**config.mk**
```make
export PLATFORM = sky130hd
export DESIGN_NAME = dft_test_sequencer
export DESIGN_NICKNAME = d
export VERILOG_FILES = /design/src/rtl/dft_test_sequencer.sv
export SDC_FILE = /design/constraint.sdc
export NUM_CORES = 1
export LEC_CHECK = 0
export ABC_AREA = 1
export CAP_MARGIN = 20
export CELL_PAD_IN_SITES_DETAIL_PLACEMENT = 0
export CELL_PAD_IN_SITES_GLOBAL_PLACEMENT = 2
export CORE_AREA = 2 2 79 157
export DETAILED_ROUTE_END_ITERATION = 10
export DIE_AREA = 0 0 81 159
export PLACE_DENSITY_LB_ADDON = 0.1
export SYNTH_ARGS = -nofsm -noshare
export SYNTH_HDL_FRONTEND = slang
export SYNTH_SLANG_ARGS = --single-unit
export TNS_END_PERCENT = 10
```
**constraint.sdc**
```tcl
create_clock -name clk -period 1.8 [get_ports clk]
set_input_delay 0.18 -clock clk [delete_from_list [all_inputs] [get_ports clk]]
set_output_delay 0.18 -clock clk [all_outputs]
set_load 0.01 [all_outputs]
```
**src/rtl/dft_test_sequencer.sv**
```systemverilog
// DFT test sequencer: walks the prewrapper through a functional run or scan test.
// Optional watchdog per wait phase is built when SEQ_TIMEOUT_EN is defined.
module dft_test_sequencer #(
   parameter int CNT_W          = 16,
   parameter int TIMEOUT_CYCLES = 1024
) (
   input  logic             clk,
   input  logic             reset,
   input  logic             start,
   input  logic             cfg_mode,
   input  logic [CNT_W-1:0] cfg_iters,
   input  logic [31:0]      ctrl_state,
   output logic [31:0]      ctrl_opcode,
   output logic             busy,
   output logic             done,
   output logic             err,
   output logic [CNT_W-1:0] scan_idx
);

   localparam logic [31:0] OP_NONE  = 32'd0;
   localparam logic [31:0] OP_INPUT = 32'd1;
   localparam logic [31:0] OP_RUN   = 32'd2;
   localparam logic [31:0] OP_ENDR  = 32'd3;
   localparam logic [31:0] OP_TEST  = 32'd4;
   localparam logic [31:0] OP_NEXT  = 32'd5;
   localparam logic [31:0] OP_ENDT  = 32'd6;

   localparam logic [3:0] ST_IDLE       = 4'd0;
   localparam logic [3:0] ST_INPUT_RDY  = 4'd3;
   localparam logic [3:0] ST_OUTPUT_VAL = 4'd5;
   localparam logic [3:0] ST_SCAN_RD    = 4'd9;

   typedef enum logic [3:0] {
      S_IDLE,
      S_INPUT,
      S_GO,
      S_ENDR,
      S_NEXT,
      S_WAIT_RD,
      S_ENDT,
      S_DONE,
      S_ERR
   } state_t;

   state_t           state;
   state_t           state_nxt;
   logic             mode_q;
   logic             mode_nxt;
   logic [CNT_W-1:0] iters_q;
   logic [CNT_W-1:0] iters_nxt;
   logic [CNT_W-1:0] idx_nxt;
   logic [31:0]      op_nxt;
   logic             busy_nxt;
   logic [3:0]       code;
   logic             more;
   logic             in_wait;
   logic             tmo;

   assign code    = ctrl_state[3:0];
   assign more    = (scan_idx < iters_q);
   assign in_wait = !(state inside {S_IDLE, S_DONE, S_ERR});

`ifdef SEQ_TIMEOUT_EN
   localparam int WD_W = $clog2(TIMEOUT_CYCLES + 1);

   logic [WD_W-1:0] wd_cnt;

   assign tmo = in_wait && (wd_cnt == WD_W'(TIMEOUT_CYCLES - 1));

   // Watchdog: restarts on every state change, counts while waiting
   always_ff @(posedge clk) begin
      if (reset) begin
         wd_cnt <= '0;
      end else if (state_nxt != state) begin
         wd_cnt <= '0;
      end else if (in_wait) begin
         wd_cnt <= wd_cnt + 1'b1;
      end
   end

   // Sticky error: held for as long as the FSM sits in S_ERR
   always_ff @(posedge clk) begin
      if (reset) begin
         err <= 1'b0;
      end else begin
         err <= (state_nxt == S_ERR);
      end
   end
`else
   logic [31:0] unused_tmo;

   assign unused_tmo = 32'(TIMEOUT_CYCLES);
   assign tmo        = 1'b0;
   assign err        = 1'b0;
`endif

   logic unused_bits;
   assign unused_bits = ^{ctrl_state[31:4], in_wait};

   // Next-state, config latch and scan index update
   always_comb begin
      state_nxt = state;
      mode_nxt  = mode_q;
      iters_nxt = iters_q;
      idx_nxt   = scan_idx;
      case (state)
         S_IDLE, S_ERR: begin
            if (start) begin
               state_nxt = S_INPUT;
               mode_nxt  = cfg_mode;
               iters_nxt = cfg_iters;
               idx_nxt   = '0;
            end
         end
         S_INPUT: begin
            if (code == ST_INPUT_RDY) begin
               state_nxt = S_GO;
            end
         end
         S_GO: begin
            if (!mode_q) begin
               if (code == ST_OUTPUT_VAL) begin
                  state_nxt = S_ENDR;
               end
            end else if (code == ST_SCAN_RD) begin
               state_nxt = more ? S_NEXT : S_ENDT;
            end
         end
         S_ENDR: begin
            if (code == ST_IDLE) begin
               state_nxt = S_DONE;
            end
         end
         S_NEXT: begin
            if (code != ST_SCAN_RD) begin
               idx_nxt   = scan_idx + 1'b1;
               state_nxt = S_WAIT_RD;
            end
         end
         S_WAIT_RD: begin
            if (code == ST_SCAN_RD) begin
               state_nxt = more ? S_NEXT : S_ENDT;
            end
         end
         S_ENDT: begin
            if (code == ST_IDLE) begin
               state_nxt = S_DONE;
            end
         end
         S_DONE: begin
            state_nxt = S_IDLE;
         end
         default: begin
            state_nxt = S_IDLE;
         end
      endcase
      if (tmo && (state_nxt == state)) begin
         state_nxt = S_ERR;
      end
   end

   // Output decode from the upcoming state so outputs register with it
   always_comb begin
      op_nxt   = OP_NONE;
      busy_nxt = !(state_nxt inside {S_IDLE, S_DONE, S_ERR});
      case (state_nxt)
         S_INPUT: op_nxt = OP_INPUT;
         S_GO:    op_nxt = mode_nxt ? OP_TEST : OP_RUN;
         S_ENDR:  op_nxt = OP_ENDR;
         S_NEXT:  op_nxt = OP_NEXT;
         S_ENDT:  op_nxt = OP_ENDT;
         default: op_nxt = OP_NONE;
      endcase
   end

   // State, latched config and registered outputs
   always_ff @(posedge clk) begin
      if (reset) begin
         state       <= S_IDLE;
         mode_q      <= 1'b0;
         iters_q     <= '0;
         scan_idx    <= '0;
         ctrl_opcode <= OP_NONE;
         busy        <= 1'b0;
         done        <= 1'b0;
      end else begin
         state       <= state_nxt;
         mode_q      <= mode_nxt;
         iters_q     <= iters_nxt;
         scan_idx    <= idx_nxt;
         ctrl_opcode <= op_nxt;
         busy        <= busy_nxt;
         done        <= (state_nxt == S_DONE);
      end
   end

endmodule
```
==> results.py, run 1 <==
metrics = {
    "routing": {
        "antenna_left": 0,
        "drtIter0Drc": 48,
        "drcViolationCount": 0,
        "drt_pass1_iterations": 4,
        "wl_per_cell_um": 13.4,
        "via_count": 2399,
        "wirelength_um": 7810,
        "viasPerCell": 4.11,
    },
    "layout": {
        "drive_gt1_share_pct": 15.8,
        "fin_area_um2": 3450,
        "area_growth_pct": 37.2,
        "antenna_cells": 0,
        "fin_cells": 583,
        "finalNetCount": 505,
    },
    "pwr": {
        "pwr-share-comb_pct": 16.2,
        "p_seq_share_pct": 43.5,
        "p_per_area_nw_per_um2": 661,
        "p_leak_nw": 1.52,
        "internal_power_mw": 1.68,
        "switching_share_pct": 26.4,
        "p_sw_mw": 0.602,
        "power_mw": 2.28,
        "clkPwrFrac_pct": 40.4,
        "irDropWorstVdd_uv": 318,
    },
    "clock_tree": {
        "insertion_delay_ps": 290,
        "post_cts_resized": 0,
        "cts_root_buf": "clkbuf_16",
        "cts_buffer_depth": 2,
        "cts_tree": "done",
        "cts_sinks": 42,
        "clk_pin_slew_worst_paths_ps": 60,
        "cts_hold_buffers": 0,
        "numCtsBuffers": 5,
        "cts_setup_buffers": 0,
        "htreeDepth": 2,
    },
    "synth": {
        "synth.distinct_cells": 32,
        "synth_ff_type": "dfxtp_1",
        "synth_area_per_cell_um2": 7.09,
        "synth_area_um2": 2520,
        "synth_common_cells": "nand2_1, inv_1, dfxtp_1",
        "synth.most_common_cell": "nand2_1",
        "synth_cells": 355,
        "synth_top_area_share_pct": 33.4,
        "synthArstFlopShare_pct": 0,
        "synth_seq_area_share_pct": 33.4,
        "synth_area_leader_cell": "dfxtp_1",
        "synth_edf_count": 0,
        "ys.warnings.count": 0,
        "synth.area.top_cells": "dfxtp_1, buf_4, nand2_1, ha_1, inv_1",
        "ys_ff_latch": 42,
    },
    "placement": {
        "place_area_um2": 3300,
        "port_buffers": 44,
        "place_hpwl_um": 6560,
        "place_inst": 575,
        "gp_congestion": 0.811,
    },
    "critical_path": {
        "max_stage_delay_ps": 360,
        "worstPathMaxFanout": 7,
        "cp-end-kind": "flip-flop",
        "reg2reg_to": "scan_idx[15]",
        "r2r_slack_ps": 170,
        "r2r_cells": 10,
        "critPathArrivalTime_ps": 1810,
        "worst-path-buf-inv": 1,
        "path_delay_family": "simple AND/OR/NAND/NOR gates",
        "crit_chain": "inv_1 > nand3_2 > nor2_2 > nand2_2 > nand2_4 > nand4_1 > nor2_1 > nand4_1 > nor2_1 > nor2_1",
        "worstSetupPathType": "flip-flop to flip-flop",
        "cp_common_cell": "nor2_1",
        "crit_path_start_kind": "flip-flop",
        "crit_slowest_cell": "dfxtp_2",
        "critPathRequiredTime_ps": 1980,
        "timing.rr.start": "state[1]",
    },
    "global_route": {
        "grt_remaining_overflow": 0,
        "grt_pass1_wl_um": 12200,
        "grt_max_degree": 29,
        "antenna_found_initial": 0,
        "grt_pass1_vias": 2431,
        "grt_use_total_pct": 12.8,
    },
    "sta": {
        "slew_violations": 0,
        "setup_viol": 0,
        "fin_crit_sh_pct": 90.6,
        "setup_tns_ps": 0,
        "max_freq_mhz": 613,
        "worst_clock_skew_ps": 2.43,
        "worst_hold_slack_ps": 457,
        "fin_crit_ps": 1630,
        "finalHoldViolations": 0,
        "rsz0062_at_grt": "no",
    },
    "min_path": {
        "min_path_cells": 2,
        "hp-class": "flip-flop to flip-flop",
        "min_to": "iters_q[14]",
        "hp-start": "iters_q[14]",
    },
    "die": {
        "die-area_um2": 12900,
        "start_util_pct": 21.6,
        "io_pins": 103,
        "die_h_um": 159,
        "core_area_um2": 11600,
        "dieWidth_um": 81,
        "num_rows": 56,
    },
    "run_status": {
        "status": "complete, no violations",
    },
    "flow_run": {
        "cap_violations": 0,
    },
}
## worst reg2reg max path: stages, from the launching register on
cell     delay, ps
dfxtp_2        360
inv_1          100
nand3_2        130
nor2_2         150
nand2_2         90
nand2_4        130
nand4_1        160
nor2_1         170
nand4_1        100
nor2_1          90
nor2_1          50
## power groups by stage
stage,sequential [mW],combinational (mW),clock (mW)
after floorplan,1.01,0.259,0
after global placement,1.01,0.372,0
after detailed placement,1.01,0.376,0
after CTS,0.991,0.378,0.973
after global routing,0.996,0.422,1.01
final,0.992,0.369,0.922
## layer usage
metal | vias to the layer above | GRT usage [%] | part of all wire, %
met5 | - | 0 | 0
met4 | 0 | 7.24 | 4.0
met3 | 14 | 1.36 | 2.6
met2 | 54 | 25.7 | 61
met1 | 1066 | 11.5 | 32
li1 | 1265 | - | -
## layout by cell type, fill, tap and decap left out, types with 3 or more instances in the layout
cell and n:
o21ai_1 6, dfxtp_2 3, nor3_1 8, nand2_2 5, nor2_1 29, dfxtp_1 39, nand3_2 3, inv_1 48
ha_1 16, o21ai_0 23, nand2_1 57, a21oi_1 34, nand4_1 10, clkbuf_16 5, nor2_2 5, buf_4 38
nand3_1 16, clkdlybuf4s50_1 44, conb_1 30
## cell families after synthesis
family / after synthesis / synth area share [%]
other: 1 / 0.149
and+or+nand+nor: 140 / 26.5
buffers and inverters: 86 / 17.4
DFF: 42 / 33.4
adders and majority gates: 16 / 7.96
AOI/OAI and AO/OA: 70 / 14.7
## flip-flops by register name, indices dropped and copies added, names as in the netlist
name         flops
ctrl_opcode      3
iters_q         16
busy             1
done             1
scan_idx        16
state            4
mode_q           1
## worst max path at each step
stage                             start        endpoint  depth (start not counted)  slack [ps]
after floorplan             scan_idx[5]            done                         11         250
after global placement    ctrl_state[0]  ctrl_opcode[2]                         10        -160
after detailed placement  ctrl_state[0]  ctrl_opcode[2]                         10        -160
after CTS                      state[0]  ctrl_opcode[0]                         10          60
after global routing      ctrl_state[0]  ctrl_opcode[2]                         10         0.7
final                          state[1]    scan_idx[15]                         10         170
## through the flow
step	worst slack [ps]	utilization [%]
2_1_floorplan	248	-
4_1_cts	55.8	29.6
3_3_place_gp	-160	28.4
3_5_place_dp	-157	28.4
5_1_grt	0.661	29.7
6_report	169	29.7
## layout make-up
cell class,count,area [um2]
flip-flops and latches,42,845
clock buffers,7,143
well taps,145,181
inverters,49,184
clock inverters,1,5.00
multi-input cells,256,1350
repair buffers,83,746
fillers,1313,8180
(Power assumes the default switching activity.)
==> inputs of run 2 (changes only) <==
- CORE_AREA: 2 2 79 157 -> 2 2 110 112
- CTS_CLUSTER_DIAMETER: not set -> 100
- DIE_AREA: 0 0 81 159 -> 0 0 112 114
==> results.py, run 2 (same netlist as run 1, synthesis figures left out) <==
metrics = {
    "sta": {
        "fin_crit_sh_pct": 93.7,
        "finalHoldViolations": 0,
        "fin_crit_ps": 1690,
        "setup_tns_ps": 0,
        "max_freq_mhz": 593,
        "setup_viol": 0,
        "setup_ws_ps": 113,
        "slew_violations": 0,
        "rsz0062_at_grt": "yes",
        "worst_clock_skew_ps": 5.09,
    },
    "pwr": {
        "switching_share_pct": 26.5,
        "clkPwrFrac_pct": 40.4,
        "pwr-share-comb_pct": 16.2,
        "p_seq_share_pct": 43.4,
        "p_per_area_nw_per_um2": 663,
        "internal_power_mw": 1.68,
        "p_sw_mw": 0.607,
        "p_leak_nw": 1.50,
        "irDropWorstVdd_uv": 295,
    },
    "layout": {
        "top_regs": "iters_q x16, scan_idx x16, state x4",
        "seq_area_um2": 843,
        "layout_commonest_cell": "nand2_1",
        "antenna_cells": 0,
        "multi_input_area_um2": 1360,
        "most-common-layout-cells": "nand2_1, inv_1, clkdlybuf4s50_1, dfxtp_1, buf_4",
        "nFillCells": 1314,
        "finalNetCount": 504,
        "area_growth_pct": 37.1,
        "drive_gt1_share_pct": 16.0,
    },
    "critical_path": {
        "worstPathMaxFanout": 7,
        "crit_chain": "nor3_2 > nand2_2 > buf_4 > nand2_2 > clkinvlp_4 > nand2_1 > o21ba_2",
        "cp_common_cell": "nand2_2",
        "path_delay_family": "simple AND/OR/NAND/NOR gates",
        "max_stage_delay_ps": 370,
        "crit_path_start_kind": "flip-flop",
        "critPathRequiredTime_ps": 1980,
        "worstSetupPathType": "flip-flop to flip-flop",
        "worst-path-buf-inv": 2,
        "crit_slowest_cell": "dfxtp_2",
        "cp-end-kind": "flip-flop",
        "critPathArrivalTime_ps": 1860,
    },
    "placement": {
        "place_hpwl_um": 5720,
        "gp_congestion": 0.746,
        "port_buffers": 44,
        "post-place-ws_ps": -135,
    },
    "die": {
        "die-area_um2": 12800,
        "core_area_um2": 11700,
        "num_rows": 40,
        "start_util_pct": 21.5,
        "dieWidth_um": 112,
        "io_pins": 103,
        "die_h_um": 114,
    },
    "global_route": {
        "grt_remaining_overflow": 0,
        "use_met2_pct": 18.7,
        "met3_usage_pct": 2.60,
        "use_met1_pct": 14.7,
        "antenna_found_initial": 0,
        "grt_pass1_wl_um": 11100,
        "top_usage_layer": "met2",
        "grt_pass1_vias": 2211,
        "grt_use_total_pct": 11.2,
        "grt_max_degree": 23,
    },
    "flow_run": {
        "cap_violations": 0,
    },
    "routing": {
        "wirelength_um": 7130,
        "wl_per_cell_um": 12.2,
        "viasPerCell": 4.03,
        "drcViolationCount": 0,
        "via_count": 2356,
        "drt_pass1_iterations": 4,
        "antenna_left": 0,
        "drtIter0Drc": 65,
    },
    "run_status": {
        "status": "complete, no violations",
    },
    "clock_tree": {
        "clk_pin_slew_worst_paths_ps": 60,
        "cts_root_buf": "clkbuf_16",
        "htreeDepth": 2,
        "numCtsBuffers": 5,
        "cts_tree": "done",
        "cts_sinks": 42,
        "insertion_delay_ps": 280,
        "cts_buffer_depth": 2,
        "cts_setup_buffers": 0,
    },
    "min_path": {
        "hp-class": "flip-flop to flip-flop",
    },
}
[run 2: through the flow]
stage	power, mW	utilization (%)	area, um2	hold slack [ps]	std cells
after floorplan	1.27	-	2630	257	384
after global placement	1.38	28.0	3270	449	575
after detailed placement	1.38	28.0	3270	456	575
after CTS	2.32	29.2	3420	464	583
after global routing	2.43	29.5	3450	475	584
final	2.29	29.5	3450	459	584
[run 2: tightest hold or removal path: cells and delay by family (launching register included)]
kind | cells | cell delay, ps
AO/OA/AOI/OAI | 1 | 60
buffers and inverters | 1 | 60
flip-flops | 1 | 290
[run 2: path summary, 6_finish.rpt]
check,from,to,slack (ps),depth (start not counted)
max,state[2],scan_idx[5],110,7
min,iters_q[11],iters_q[11],460,2
max reg2reg,state[2],scan_idx[5],110,7
min reg2reg,iters_q[11],iters_q[11],460,2
[run 2: layout make-up]
cell class	instances	area share (%)
multi-input cells	256	39.5
inverters	49	5.44
clock inverters	1	0.145
repair buffers	81	20.8
clock buffers	7	4.13
flip-flops and latches	42	24.4
well taps	147	5.33
repair inverters	1	0.218
[run 2: power groups by stage]
| stage | Sequential [mW] | Clock (mW) | Combinational (mW) |
|---|---|---|---|
| floorplan | 1.01 | 0 | 0.259 |
| global placement | 1.01 | 0 | 0.368 |
| detailed placement | 1.01 | 0 | 0.370 |
| CTS | 0.991 | 0.962 | 0.372 |
| global route | 0.997 | 1.01 | 0.422 |
| finish | 0.992 | 0.924 | 0.371 |
[run 2: what timing repair did]
item,4_1_cts,5_1_grt
setup endpoints to repair,0,18
hold buffers,0,0
gates resized for setup,0,10
[run 2: per-layer routing]
layer  wire (um)  part of all wire, %
met3         214                  3.0
met5           0                    0
met1        3430                   48
met2        3430                   48
met4          57                 0.80
==> inputs of run 3 (changes only) <==
- SLEW_MARGIN: not set -> 20
==> results of run 3 <==
The final DEF is identical to that of run 2; final timing and power are the same.
